===== src/rtl/commutator_pkg.sv =====
// Shared constants, types and index helper for the 5-to-3 commutator.
package commutator_pkg;

  localparam int unsigned N_IN  = 5;
  localparam int unsigned N_OUT = 3;
  localparam int unsigned SEL_W = 3;

  typedef logic [SEL_W-1:0] sel_t;

  typedef enum logic {
    StFree = 1'b0,
    StBusy = 1'b1
  } port_state_t;

  // (base + offset) mod N_IN; both operands are expected to be in 0..N_IN-1.
  function automatic sel_t add_mod5(sel_t base, sel_t offset);
    logic [SEL_W:0] sum;
    sum = {1'b0, base} + {1'b0, offset};
    if (sum >= (SEL_W+1)'(N_IN)) begin
      sum = sum - (SEL_W+1)'(N_IN);
    end
    return sum[SEL_W-1:0];
  endfunction

endpackage


===== src/rtl/commutator_rr_pick.sv =====
// Combinational round-robin picker: rotates the candidate mask so scanning
// starts at rr_ptr, then emits up to N_OUT winners in scan order.
module commutator_rr_pick
  import commutator_pkg::*;
(
  input  logic [N_IN-1:0]  cand,
  input  sel_t             rr_ptr,
  output sel_t             win_idx [N_OUT],
  output logic [N_OUT-1:0] win_vld
);

  // Walk inputs rr_ptr, rr_ptr+1, ... mod N_IN and collect the first N_OUT candidates.
  always_comb begin
    logic [1:0] cnt;
    sel_t       idx;
    cnt     = '0;
    idx     = '0;
    win_vld = '0;
    for (int k = 0; k < N_OUT; k++) begin
      win_idx[k] = '0;
    end
    for (int unsigned k = 0; k < N_IN; k++) begin
      idx = add_mod5(rr_ptr, sel_t'(k));
      if (cand[idx] && (cnt < 2'(N_OUT))) begin
        win_idx[cnt] = idx;
        win_vld[cnt] = 1'b1;
        cnt          = cnt + 2'd1;
      end
    end
  end

endmodule


===== src/rtl/commutator_5to3_ctrl.sv =====
// Connection controller and registered switch for the 5-to-3 commutator.
// Each of the 3 output ports is a FREE/BUSY FSM owned by at most one input;
// free ports are handed out round-robin and held until the owner lets go.
// Switched data is registered one edge behind the select.
// Optional auto-release: define COMMUTATOR_TIMEOUT_EN to free a port after
// TIMEOUT_CYCLES cycles of ownership.
module commutator_5to3_ctrl
  import commutator_pkg::*;
#(
  parameter int unsigned DATA_W         = 1,
  parameter int unsigned TIMEOUT_CYCLES = 16
) (
  input  logic                     clk,
  input  logic                     rst,
  input  logic [N_IN-1:0]          req,
  input  logic [N_IN-1:0]          rel,
  input  logic [N_IN*DATA_W-1:0]   data_in,
  output logic [N_IN-1:0]          grant,
  output logic [N_OUT-1:0]         out_valid,
  output logic [N_OUT*SEL_W-1:0]   out_sel,
  output logic [N_OUT*DATA_W-1:0]  data_out
);

  if (TIMEOUT_CYCLES < 1) begin : g_bad_timeout
    $error("TIMEOUT_CYCLES must be at least 1");
  end

  port_state_t state_q [N_OUT];
  port_state_t state_d [N_OUT];
  sel_t        owner_q [N_OUT];
  sel_t        owner_d [N_OUT];
  sel_t        rr_q;
  sel_t        rr_d;

  logic [N_OUT*DATA_W-1:0] data_q;
  logic [N_OUT*DATA_W-1:0] data_d;

  logic [N_IN-1:0]  cand;
  logic [N_OUT-1:0] port_rel;
  logic [N_OUT-1:0] expired;
  sel_t             win_idx [N_OUT];
  logic [N_OUT-1:0] win_vld;

`ifdef COMMUTATOR_TIMEOUT_EN
  localparam int unsigned CNT_W = $clog2(TIMEOUT_CYCLES + 1);
  typedef logic [CNT_W-1:0] cnt_t;

  cnt_t cnt_q [N_OUT];
  cnt_t cnt_d [N_OUT];

  // A port expires on the cycle its ownership count reaches TIMEOUT_CYCLES-1.
  always_comb begin
    expired = '0;
    for (int j = 0; j < N_OUT; j++) begin
      expired[j] = (state_q[j] == StBusy) && (cnt_q[j] == CNT_W'(TIMEOUT_CYCLES - 1));
    end
  end

  // Count only while a port stays busy; allocation or release restarts at zero.
  always_comb begin
    for (int j = 0; j < N_OUT; j++) begin
      if ((state_q[j] == StBusy) && (state_d[j] == StBusy)) begin
        cnt_d[j] = cnt_q[j] + CNT_W'(1);
      end else begin
        cnt_d[j] = '0;
      end
    end
  end

  // Ownership counters.
  always_ff @(posedge clk) begin
    for (int j = 0; j < N_OUT; j++) begin
      if (rst) begin
        cnt_q[j] <= '0;
      end else begin
        cnt_q[j] <= cnt_d[j];
      end
    end
  end
`else
  assign expired = '0;
`endif

  // A busy port drops when its owner releases, stops requesting, or times out.
  always_comb begin
    port_rel = '0;
    for (int j = 0; j < N_OUT; j++) begin
      port_rel[j] = (state_q[j] == StBusy) &&
                    (rel[owner_q[j]] || !req[owner_q[j]] || expired[j]);
    end
  end

  // Connected or releasing inputs are never candidates, so an input that
  // releases this edge can only come back one edge later.
  assign cand = req & ~grant & ~rel;

  commutator_rr_pick u_rr_pick (
    .cand    (cand),
    .rr_ptr  (rr_q),
    .win_idx (win_idx),
    .win_vld (win_vld)
  );

  // Next-state: release busy ports, then fill ports that were already free
  // (in ascending order) with the picker's winners.
  always_comb begin
    logic [1:0] slot;
    state_d = state_q;
    owner_d = owner_q;
    rr_d    = rr_q;
    slot    = '0;
    for (int j = 0; j < N_OUT; j++) begin
      if (port_rel[j]) begin
        state_d[j] = StFree;
        owner_d[j] = '0;
      end else if ((state_q[j] == StFree) && (slot < 2'(N_OUT)) && win_vld[slot]) begin
        state_d[j] = StBusy;
        owner_d[j] = win_idx[slot];
        // Winners are in scan order, so the last one assigned sets the pointer.
        rr_d       = add_mod5(win_idx[slot], sel_t'(1));
        slot       = slot + 2'd1;
      end
    end
  end

  // Switch data through the connections that were live before this edge.
  always_comb begin
    data_d = '0;
    for (int j = 0; j < N_OUT; j++) begin
      if (state_q[j] == StBusy) begin
        for (int i = 0; i < N_IN; i++) begin
          if (owner_q[j] == sel_t'(i)) begin
            data_d[j*DATA_W +: DATA_W] = data_in[i*DATA_W +: DATA_W];
          end
        end
      end
    end
  end

  // Port state, owners, round-robin pointer and data lanes.
  always_ff @(posedge clk) begin
    if (rst) begin
      for (int j = 0; j < N_OUT; j++) begin
        state_q[j] <= StFree;
        owner_q[j] <= '0;
      end
      rr_q   <= '0;
      data_q <= '0;
    end else begin
      for (int j = 0; j < N_OUT; j++) begin
        state_q[j] <= state_d[j];
        owner_q[j] <= owner_d[j];
      end
      rr_q   <= rr_d;
      data_q <= data_d;
    end
  end

  // Decode port state into grant / valid / select outputs.
  always_comb begin
    grant     = '0;
    out_valid = '0;
    out_sel   = '0;
    for (int j = 0; j < N_OUT; j++) begin
      out_sel[j*SEL_W +: SEL_W] = owner_q[j];
      if (state_q[j] == StBusy) begin
        out_valid[j]      = 1'b1;
        grant[owner_q[j]] = 1'b1;
      end
    end
  end

  assign data_out = data_q;

endmodule


===== config.mk =====
export PLATFORM = sky130hd
export DESIGN_NAME = commutator_5to3_ctrl
export DESIGN_NICKNAME = d
export VERILOG_FILES = /design/src/rtl/commutator_pkg.sv /design/src/rtl/commutator_rr_pick.sv /design/src/rtl/commutator_5to3_ctrl.sv
export SDC_FILE = /design/constraint.sdc
export NUM_CORES = 1
export LEC_CHECK = 0
export ABC_AREA = 1
export BUFFER_PORTS_ARGS = -buffer_cell sky130_fd_sc_hd__buf_2
export CAP_MARGIN = 5
export CORE_ASPECT_RATIO = 0.8
export CORE_MARGIN = 10
export CORE_UTILIZATION = 39
export CTS_CLUSTER_SIZE = 8
export DETAILED_ROUTE_END_ITERATION = 8
export GPL_ROUTABILITY_DRIVEN = 0
export PLACE_DENSITY = 0.65
export REMOVE_ABC_BUFFERS = 1
export SYNTH_ARGS = -nofsm -noshare
export SYNTH_HDL_FRONTEND = slang
export SYNTH_SLANG_ARGS = --single-unit

===== constraint.sdc =====
create_clock -name clk -period 5.2 [get_ports clk]
set_input_delay 1.04 -clock clk [delete_from_list [all_inputs] [get_ports clk]]
set_output_delay 1.04 -clock clk [all_outputs]
set_load 0.05 [all_outputs]

==> impl_metrics.tcl <==
set metrics [dict create \
    post-route-min-period_ps 5050 \
    min_path_type "flop to flop" \
    async_reset_ff_frac 0 \
    finalSetupViolCount 0 \
    first_global_vias 3530 \
    ys_seq_area_frac 0.116 \
    die_w_um 120 \
    io_buffers 36 \
    synth.mux.area_fraction 0 \
    crit_buf_inv 8 \
    reg2reg_setup_slack_ps 150 \
    crit_family "simple AND/OR/NAND/NOR gates" \
    cts_num_sinks 18 \
    clk_pin_slew_worst_paths_ps 70 \
    period_share 0.972 \
    syn_area_sq_um 3120 \
    cp.arrival_ps 5240 \
    antenna_found_initial 0 \
    std_cell_rows 29 \
    worst_pin_slew_ps 525 \
    crit_path_start_kind "flop" \
    gr-total-overflow 0 \
    cts_buffers 3 \
    cpMostUsedCell "nand2_2" \
    vias 3876 \
    rr_worst_depth 37 \
    dieArea_sq_um 12000 \
    reg2reg_to "rr_q[1]" \
    drv_slew 0 \
    die_y_um 100 \
    synth.distinct_cells 48 \
    design_area_sq_um 3990 \
    synth_simple_gate_area_frac 0.494 \
    whs_ps 589 \
    holdPathStages 2 \
    dp_hpwl_mm 8.54 \
    path_max_fanout 5 \
    endpoint_kind "flop" \
    slowest_stage "fa_1" \
    io_pins 37 \
    place_area_sq_um 3670 \
    yosys_warnings 0 \
    syn-instance-count 537 \
    core-area_sq_um 7870 \
    final_nets 658 \
    drtIter0Drc 372 \
    wl_mm 10.7 \
    worstSkewPairLatency_ps 260 \
    grt_max_degree 15 \
    drc 0 \
    track_usage 0.165 \
    first_pass_iters 6 \
    cts_tree "done" \
    ctsHtreeMaxLevel 1 \
    wl_per_cell_um 14.8 \
    n_antenna_cell 0 \
    clockRootBuffer "clkbuf_8" \
    ys.flop_type "dfxtp_1" \
    hold_violations 0 \
    drive_gt1_frac 0.295 \
    hold_end "data_out[2]" \
    start_util 0.396 \
    holdCritStartpoint "out_sel[8]" \
    slew_headroom 0.649 \
    ant_nets 0 \
    required_ps 5380 \
    synth_top_family_by_area "simple AND/OR/NAND/NOR gates" \
    syn_avg_cell_area_sq_um 5.81 \
    synth_seq_cells 18 \
    synthXorXnorAreaFrac 0.00843 \
    synth_compound_area_frac 0.154 \
    syn2layout_area_growth_pct 28.0 \
    post_synth_fa_ha_maj_area_fraction 0.101 \
    clockBufferDepth 2 \
    grt_pass1_wl_mm 17.0 \
    max_freq_mhz 198 \
    status "finished clean" \
    detail_route.vias_per_cell 5.35 \
    criticalPathCategory "flop to flop" \
    drv_cap 0 \
    cp_slowest_stage_delay_ps 490 \
    r2r_start "rr_q[1]" \
    postCtsHoldBufs 0 \
    synth_edf_count 0 \
    finalClockSkew_ps 3.35 \
]
==> stage by stage <==
| step | worst slack, ps | util | setup TNS [ps] | cells |
|---|---|---|---|---|
| after floorplan | -625 | - | -2090 | 525 |
| after global placement | 25.1 | 0.466 | 0 | 711 |
| after detailed placement | -149 | 0.466 | -281 | 711 |
| after CTS | 19.1 | 0.474 | 0 | 715 |
| after global routing | -155 | 0.507 | -234 | 724 |
| final | 147 | 0.507 | 0 | 724 |
==> Yosys cell counts, types with 3 or more instances <==
| cell type | count | area (sq um) |
|---|---|---|
| ha_1 | 22 | 275 |
| nor2_2 | 5 | 31.3 |
| o211ai_1 | 4 | 30.0 |
| buf_2 | 5 | 25.0 |
| o21ai_0 | 29 | 145 |
| nand4_1 | 16 | 100 |
| o221ai_1 | 3 | 26.3 |
| nand2_2 | 10 | 62.6 |
| nand3_4 | 4 | 70.1 |
| inv_2 | 6 | 22.5 |
| a21oi_1 | 23 | 115 |
| nand3_1 | 80 | 400 |
| o311ai_0 | 3 | 26.3 |
| dfxtp_1 | 18 | 360 |
| inv_1 | 75 | 282 |
| nor3_1 | 7 | 35.0 |
| nand2_1 | 140 | 526 |
| nand3_2 | 3 | 30.0 |
| nor2_1 | 40 | 150 |
| nand2_4 | 8 | 90.1 |
==> timing repair <==
item	in CTS	in global routing
gates resized for setup	5	62
buffers inserted	0	9
pin swaps	1	25
setup endpoints to repair	2	6
==> layout make-up <==
| type | instances | area (sq um) |
|---|---|---|
| Multi-Input combinational cell | 424 | 2530 |
| Inverter | 83 | 327 |
| Fill cell | 831 | 3880 |
| Tap cell | 108 | 135 |
| Clock buffer | 4 | 55.1 |
| Timing Repair Buffer | 87 | 571 |
| Sequential cell | 18 | 369 |
==> layer usage <==
metal	routed length (um)	GRT usage
met3	1070	0.0314
met2	4670	0.248
met5	0	0
met4	63	0.0194
met1	4930	0.244
==> flip-flops by register name (all words and copies together) (netlist names) <==
signal,cells
data_out,3
out_sel,9
rr_q,3
state_q,3
==> worst reg2reg max path, delay by kind of cell (launching register included) <==
| kind | cells | cell delay (ps) |
|---|---|---|
| and+or+nand+nor | 23 | 2230 |
| AOI/OAI and AO/OA | 1 | 140 |
| DFF | 1 | 370 |
| adders and majority gates | 5 | 1290 |
| buffers and inverters | 8 | 1000 |
==> cell families after synthesis <==
kind of cell | count (synthesis)
AOI/OAI and AO/OA | 79
xor gates and xnor gates | 3
adders and majority gates | 24
buffers and inverters | 95
DFF | 18
and+or+nand+nor | 318
==> worst max-delay path by stage <==
stage,endpoint,slack [ps],from,cells past startpoint
after detailed placement,rr_q[0],-150,rel[3],35
after floorplan,rr_q[0],-630,out_sel[8],35
after global routing,rr_q[1],-160,rr_q[1],34
after global placement,rr_q[0],30,rr_q[1],37
final,rr_q[1],150,rr_q[1],37
after CTS,rr_q[0],20,rr_q[0],38
==> cells in the final DEF, fill, tap and decap left out, types with 3 or more instances in the layout <==
| cell | Yosys | layout |
|---|---|---|
| nand2_1 | 140 | 119 |
| nand3_1 | 80 | 75 |
| inv_1 | 75 | 71 |
| buf_4 | 2 | 49 |
| buf_2 | 5 | 36 |
| nor2_1 | 40 | 35 |
| nand2_2 | 10 | 28 |
| o21ai_0 | 29 | 26 |
| a21oi_1 | 23 | 22 |
| nand4_1 | 16 | 16 |
| dfxtp_1 | 18 | 15 |
| ha_1 | 22 | 14 |
| nand2_4 | 8 | 11 |
| nor2_2 | 5 | 8 |
| nand3_2 | 3 | 8 |
| inv_2 | 6 | 7 |
| nor3_1 | 7 | 7 |
| o21ai_1 | 2 | 5 |
| ha_2 | 0 | 5 |
| inv_4 | 1 | 4 |
| nand3_4 | 4 | 4 |
| o211ai_1 | 4 | 4 |
| clkbuf_8 | 0 | 4 |
| o311ai_0 | 3 | 3 |
| o221ai_1 | 3 | 3 |
| ha_4 | 0 | 3 |
Power is left out: the tool's default activity adds up to more than one toggle a clock period on the data nets, which glitch-free logic cannot reach.
